$ cat src/rtl/srl_ctrl_pkg.sv
// Shared constants and state encoding for the SRL delay-line controller.
package srl_ctrl_pkg;

    localparam int unsigned SRL_LEN    = 32;
    localparam int unsigned SRL_ADDR_W = 5;
    localparam int unsigned CHAIN_LEN  = 128;

    typedef enum logic [1:0] {
        StIdle  = 2'd0,
        StFlush = 2'd1,
        StRun   = 2'd2
    } state_e;

endpackage

$ cat src/rtl/srl_tap_sel.sv
// Registered tap-LUT select of the SRL cascade outputs plus the out_valid qualifier pipeline.
module srl_tap_sel #(
    parameter int unsigned CHAIN_LUTS = 4,
    parameter int unsigned SEL_W      = 2
) (
    input  logic                  clk,
    input  logic                  rst_n,
    input  logic [CHAIN_LUTS-1:0] srl_q,
    input  logic [SEL_W-1:0]      sel,
    input  logic                  accept,
    input  logic                  qualify,
    input  logic                  cancel,
    output logic                  out_valid,
    output logic                  out_data
);

    logic pend_q;
    logic take;

    // The chain shifts on the accept edge; the tap is read one edge later.
    assign take = pend_q & ~cancel;

    always_ff @(posedge clk or negedge rst_n) begin
        if (!rst_n) begin
            pend_q    <= 1'b0;
            out_valid <= 1'b0;
            out_data  <= 1'b0;
        end else begin
            pend_q    <= accept & qualify;
            out_valid <= take;
            if (take) begin
                out_data <= srl_q[sel];
            end
        end
    end

endmodule

$ cat src/rtl/srl_delay_ctrl.sv
// Controller for an external SRLC32E cascade used as a programmable 1-bit delay line.
// Define SRL_DELAY_CTRL_FLUSH_EN to zero the chain on every cfg_load before running.
module srl_delay_ctrl
    import srl_ctrl_pkg::*;
#(
    parameter int unsigned CHAIN_LUTS = 4,
    parameter int unsigned DEPTH_W    = 7
) (
    input  logic                  clk,
    input  logic                  rst_n,
    input  logic [DEPTH_W-1:0]    cfg_depth,
    input  logic                  cfg_load,
    input  logic                  in_valid,
    input  logic                  in_data,
    output logic                  in_ready,
    output logic                  out_valid,
    output logic                  out_data,
    output logic                  busy,
    output logic                  srl_ce,
    output logic                  srl_d,
    output logic [SRL_ADDR_W-1:0] srl_a,
    input  logic [CHAIN_LUTS-1:0] srl_q
);

    localparam int unsigned ChainLen = SRL_LEN * CHAIN_LUTS;
    localparam int unsigned CntW     = $clog2(ChainLen) + 1;
    localparam int unsigned SelW     = DEPTH_W - SRL_ADDR_W;
    localparam logic [CntW-1:0] FillMax = CntW'(ChainLen);

    state_e              state_q, state_d;
    logic [DEPTH_W-1:0]  depth_q, depth_d;
    logic [CntW-1:0]     fill_cnt_q, fill_cnt_d;
    logic                accept;
    logic                qualify;

`ifdef SRL_DELAY_CTRL_FLUSH_EN
    localparam logic [CntW-1:0] FlushLast = CntW'(ChainLen - 1);
    logic [CntW-1:0] flush_cnt_q, flush_cnt_d;
`endif

    always_comb begin
        state_d    = state_q;
        depth_d    = depth_q;
        fill_cnt_d = fill_cnt_q;
        in_ready   = 1'b0;
        accept     = 1'b0;
        busy       = 1'b0;
        srl_ce     = 1'b0;
        srl_d      = 1'b0;
`ifdef SRL_DELAY_CTRL_FLUSH_EN
        flush_cnt_d = flush_cnt_q;
`endif

        unique case (state_q)
            StIdle: ;
`ifdef SRL_DELAY_CTRL_FLUSH_EN
            StFlush: begin
                busy   = 1'b1;
                srl_ce = 1'b1;
                if (flush_cnt_q == FlushLast) begin
                    state_d     = StRun;
                    fill_cnt_d  = '0;
                    flush_cnt_d = '0;
                end else begin
                    flush_cnt_d = flush_cnt_q + 1'b1;
                end
            end
`endif
            StRun: begin
                in_ready = ~cfg_load;
                accept   = in_valid & in_ready;
                srl_ce   = accept;
                srl_d    = in_data;
                if (accept && fill_cnt_q != FillMax) begin
                    fill_cnt_d = fill_cnt_q + 1'b1;
                end
            end
            default: state_d = StIdle;
        endcase

        // A reload wins over everything else, from any state.
        if (cfg_load) begin
            depth_d    = cfg_depth;
            fill_cnt_d = '0;
`ifdef SRL_DELAY_CTRL_FLUSH_EN
            state_d     = StFlush;
            flush_cnt_d = '0;
`else
            state_d     = StRun;
`endif
        end
    end

    always_ff @(posedge clk or negedge rst_n) begin
        if (!rst_n) begin
            state_q    <= StIdle;
            depth_q    <= '0;
            fill_cnt_q <= '0;
`ifdef SRL_DELAY_CTRL_FLUSH_EN
            flush_cnt_q <= '0;
`endif
        end else begin
            state_q    <= state_d;
            depth_q    <= depth_d;
            fill_cnt_q <= fill_cnt_d;
`ifdef SRL_DELAY_CTRL_FLUSH_EN
            flush_cnt_q <= flush_cnt_d;
`endif
        end
    end

    assign srl_a   = depth_q[SRL_ADDR_W-1:0];
    assign qualify = fill_cnt_q >= CntW'(depth_q);

    srl_tap_sel #(
        .CHAIN_LUTS (CHAIN_LUTS),
        .SEL_W      (SelW)
    ) u_tap_sel (
        .clk       (clk),
        .rst_n     (rst_n),
        .srl_q     (srl_q),
        .sel       (depth_q[DEPTH_W-1:SRL_ADDR_W]),
        .accept    (accept),
        .qualify   (qualify),
        .cancel    (cfg_load),
        .out_valid (out_valid),
        .out_data  (out_data)
    );

endmodule

$ cat config.mk
export PLATFORM = sky130hd
export DESIGN_NAME = srl_delay_ctrl
export DESIGN_NICKNAME = d
export VERILOG_FILES = /design/src/rtl/srl_ctrl_pkg.sv /design/src/rtl/srl_tap_sel.sv /design/src/rtl/srl_delay_ctrl.sv
export SDC_FILE = /design/constraint.sdc
export NUM_CORES = 1
export LEC_CHECK = 0
export ABC_AREA = 1
export ABC_CLOCK_PERIOD_IN_PS = 1370
export CAP_MARGIN = 25
export CORE_ASPECT_RATIO = 1.1
export CORE_UTILIZATION = 52
export CTS_BUF_LIST = sky130_fd_sc_hd__clkbuf_4
export DETAILED_ROUTE_END_ITERATION = 16
export GPL_TIMING_DRIVEN = 0
export PLACE_DENSITY = 0.88
export SLEW_MARGIN = 20
export SYNTH_ARGS = -nofsm -noshare
export SYNTH_HDL_FRONTEND = slang
export SYNTH_SLANG_ARGS = --single-unit
$ cat constraint.sdc
create_clock -name clk -period 1.37 [get_ports clk]
set_input_delay 0.274 -clock clk [delete_from_list [all_inputs] [get_ports clk]]
set_output_delay 0.274 -clock clk [all_outputs]
set_load 0.05 [all_outputs]
After elaboration in Yosys (flattened, before gate mapping)
Index checks and enable logic that the tools add are counted.

Flip-flop bits (word level): 20. Bits of input ports: 16. Word-level logic and storage cells: 32.

$add $sub $neg: 1. Magnitude comparators: 2. Equality and inequality tests: 3. Multiplexer cells: 10. Bitwise operators: 4. Reductions and logical operators: 6.

Operators by type and width (count): two-way mux 8 bit (3); adder 8 x 1 -> 8 bit (second input constant) (1); greater-or-equal comparator 8 x 7 -> 1 bit (1); != test 8 bit (second input constant) (1); two-way mux 1 bit (4); two-way mux 2 bit (2); nonzero test 2 bit (2); AND 1 bit (3); < comparator 2 x 3 -> 1 bit (second input constant) (1); binary-select mux 1 bit (select 2 bit) (1); equality test 2 bit (second input constant) (1); logical NOT 2 bit (1); != test 2 x 1 -> 1 bit (second input constant) (1); AND reduction 2 bit (1); OR reduction 2 bit (1); logical AND 1 bit (1); NOT 1 bit (1).

Depth between registers and ports, before layout
Gate-level depths: netlist of the first run.

Depth in word-level cells: 6. Depth in mapped cells: 11.

By module
From an unflattened synthesis of the first run, not the netlist that was laid out.

Cell total of the unflattened synthesis: 157. Area, all modules: 1192.4 um^2.

By module, submodules not included: srl_delay_ctrl (times used 1, cells each 134, area each 1022.2 um^2, sequential area each 400.4 um^2); srl_tap_sel (times used 1, cells each 23, area each 170.2 um^2, sequential area each 75.1 um^2).

Least setup slack after synthesis of the first run
Ideal clock, no wire load.

Path type: input to output. Start: input cfg_load. End: output srl_ce. Arrival: 1.078 ns. Setup slack: 0.018 ns. Cell stages on the path: 4. Path buffers: 1. Cells stage by stage: buf_6 > nor2_8 > nand2_4 > inv_1.

Word-level cells in the longest chain between the ends: 3.

Ends and longest elaborated chain: from (decl) (line srl_delay_ctrl.sv:12) `input logic cfg_load,`; NOT 1 bit (line srl_delay_ctrl.sv:70) `in_ready = ~cfg_load;`; AND 1 bit (line srl_delay_ctrl.sv:71) `accept = in_valid & in_ready;`; two-way mux 1 bit (line srl_delay_ctrl.sv:54) `unique case (state_q)`; to (decl) (line srl_delay_ctrl.sv:19) `output logic srl_ce,`.

No other way between the ends.

Worst setup path in the final report of the first run
Start: register fill_cnt_q[3]. End: register u_tap_sel.pend_q.

Word-level cells in the longest chain between the ends: 2.

Ends and longest elaborated chain: from (decl) (line srl_delay_ctrl.sv:32) `logic [CntW-1:0] fill_cnt_q, fill_cnt_d;`; from (signal assigned) (line srl_delay_ctrl.sv:105) `fill_cnt_q <= fill_cnt_d;`; greater-or-equal comparator 8 x 7 -> 1 bit (line srl_delay_ctrl.sv:113) `assign qualify = fill_cnt_q >= CntW'(depth_q);`; AND 1 bit (line srl_tap_sel.sv:29) `pend_q <= accept & qualify;`; to (signal assigned) (line srl_tap_sel.sv:29); to (decl) (line srl_tap_sel.sv:17) `logic pend_q;`.

No other way between the ends. A chain may end at the register's enable or synchronous reset.

==> flow_summary.toml, run 1 <==
[pwr]
finalPower_mw = 1.358
clockPowerShare_pct = 23.3
seq_power_share_pct = 45.5
p_per_area_nw_per_um2 = 841.2
peakVddDrop_mv = 0.6331
internal-power_mw = 0.8956
p_sw_share_pct = 34.04
p_switching_mw = 0.4621
pwr-share-comb_pct = 31.2
leakage_nw = 0.8590

[logic_synthesis]
synth_seq_cells = 19
synth-simple-area-share_pct = 34.32
synth-edff-count = 0
synthDominantCellAreaShare_pct = 38.82
synthCells = 160
synthAdderAreaFrac_pct = 9.193
yosysSeqAreaShare_pct = 38.82
ys_types = 20
synth_top_family_by_area = "simple AND/OR/NAND/NOR gates"
syn_nets = 185
synth_top_area_cell = "dfrtp_1"
synthXorXnorAreaFrac_pct = 0
yosys_warnings = 0
netlist_top_cells_count = "50 x nand2_1, 21 x inv_1, 19 x dfrtp_1"
syn_area_per_cell_um2 = 7.656
synth-compound-area-share_pct = 5.005
synth_area_leaders = "dfrtp_1 39%, nand2_1 15%, ha_1 9.2%"
async_flop_share_pct = 100.0
synth_area_um2 = 1225
synth_ff_type = "dfrtp_1"
synth_most_common_cell = "nand2_1"
synthMuxAreaShare_pct = 0

[global_route]
grt_pass1_vias = 1068
grt_use_total_pct = 25.46
overflow = 0
grt_use_met3_pct = 3.072
met1_usage_pct = 28.03
grt_first_pass_wirelength_um = 4416
grtUsageMet2_pct = 44.89
grt_most_used_layer = "met2"
grt_max_degree = 20
antenna_found_initial = 0

[cells_and_area]
stdcell_count = 224
drive_gt1_share_pct = 26.29
fin_nets = 220
syn2layout_area_growth_pct = 31.77
diodes = 0
utilization_pct = 72.39

[clocking]
cts.sinks = 19
cts_root_buf = "clkbuf_4"
cts_buffers = 3
postCtsHoldBufs = 0
clk_latency_ns = 0.31
cts_max_level = 1
cts_tree = "yes"
clk_pin_slew_ns = 0.11
clk_path_buf_depth = 2

[floorplan]
io_pins = 27
die_w_um = 48.28
row_count = 18
die_area_um2 = 2554
coreArea_um2 = 2230
start_util_pct = 54.94
die_y_um = 52.91

[placement]
dp.cells = 214
port_buffers = 24
place.detailed.hpwl_um = 1990
place_congestion = 0.8892

[drt]
wirelength_um = 3226
viasPerCell = 5.330
wl_per_cell_um = 14.40
drcViolationCount = 0
final_antenna_net_count = 0
drt_iter0_drc = 44
drtPass1Iterations = 4
vias = 1194

[sta]
rsz0062_at_grt = "yes"
hold_viol = 0
fin_crit_ns = 1.472
max_slew_margin_pct = 40.79
timing.hold.ws_ns = 0.2470
worstMarginPinSlew_ns = 0.8854
fmax_ghz = 0.6795
final.setup.tns_ns = -0.3887
clock-skew-final_ns = 0.003511
setup_ws_ns = -0.1017
setup_viol = 10
slew_violations = 0
period_share_pct = 107.4

[run_status]
violations = "setup timing"
status = "finished with violations"

[worst_setup_path]
arrival_ns = 1.68
crit_type = "reg -> reg"
crit_fanout = 7
crit_path_start_kind = "flip-flop"
rrSetupSlack_ns = -0.10
cp-end-kind = "flip-flop"
worstPathRequired_ns = 1.58

[job]
maxCapViolCount = 0

[worst_hold_path]
hold_path_class = "in -> reg"
-- metal layers --
layer  up-vias  share of wire [%]
li1        563                  -
met1       579                 41
met2        41                 52
met3        11                3.9
met4         0                3.4
met5         -                  0
-- stage by stage --
stage,worst slack [ns],area (µm²)
2_1_floorplan,0.01840,1225
3_3_place_gp,-0.6309,1503
5_1_grt,-0.1610,1614
3_5_place_dp,-0.6381,1503
6_report,-0.1017,1614
4_1_cts,-0.04758,1528
-- cell families after synthesis --
family	after synthesis
simple gates	87
buf+inv	32
fa+ha+maj	9
compound gates	12
flops	19
other cells	1
-- worst max-delay path, cell delays in order, from the launching register on --
cell and delay (ns):
dfrtp_2 0.48, ha_1 0.32, a21oi_1 0.21, nand2_1 0.11
nand2_1 0.07, nand3_1 0.07, nand2_1 0.07, inv_1 0.04
-- worst paths after layout --
path	cells past startpoint	start	endpoint
hold reg to reg	2	u_tap_sel.pend_q	u_tap_sel.out_valid
hold / removal	2	cfg_load	u_tap_sel.out_valid
setup reg to reg	7	fill_cnt_q[3]	u_tap_sel.pend_q
max in group asynchronous	1	rst_n	fill_cnt_q[5]
min in group asynchronous	1	rst_n	depth_q[1]
setup / recovery	7	fill_cnt_q[3]	u_tap_sel.pend_q
-- layout by cell type (no fill, tap or decap), drive strengths merged --
master and count:
nor2 20, inv 24, dfrtp 19, clkdlybuf4s15 1
clkbuf 6, clkdlybuf4s18 1, nand3 8, clkdlybuf4s50 14
ha 9, o21ai 9, or2 2, buf 20
conb 1, a21oi 2, a31oi 1, nand4 6
nand2 51
-- sequential cells by signal, summed over array words and instances (netlist names) --
signal / flops
fill_cnt_q: 8
depth_q: 7
state_q: 1
u_tap_sel.out_data: 1
u_tap_sel.out_valid: 1
u_tap_sel.pend_q: 1
-- area by class of cell --
type	instances	area, µm²
fillers	159	615.6
inverters	24	90.09
multi-input cells	109	634.4
clock buffers	4	30.03
well taps	30	37.54
flip-flops and latches	19	478.0
repair buffers	30	282.8
plain buffers	8	61.31
-- timing repair --
| item | in CTS | in global routing |
|---|---|---|
| gates resized for setup | 55 | 16 |
| setup endpoints to repair | 19 | 15 |
| setup buffers | 2 | 4 |
| pin swaps | 4 | 8 |
| hold endpoints to repair | 0 | 0 |
| cloned | 0 | 0 |
-- power by group through the flow --
stage / combinational [mW] / sequential, mW / clock [mW]
final: 0.424 / 0.618 / 0.316
after detailed placement: 0.394 / 0.630 / 0
after global routing: 0.457 / 0.624 / 0.358
after CTS: 0.391 / 0.618 / 0.315
after global placement: 0.384 / 0.627 / 0
after floorplan: 0.217 / 0.665 / 0
No activity file was read; power rests on OpenSTA's default activity.
==> run 2, diff against run 1 <==
Settings changed: CAP_MARGIN 25 to 20.
==> results of run 2 <==
No change in the layout: final DEF, timing and power equal those of run 1.
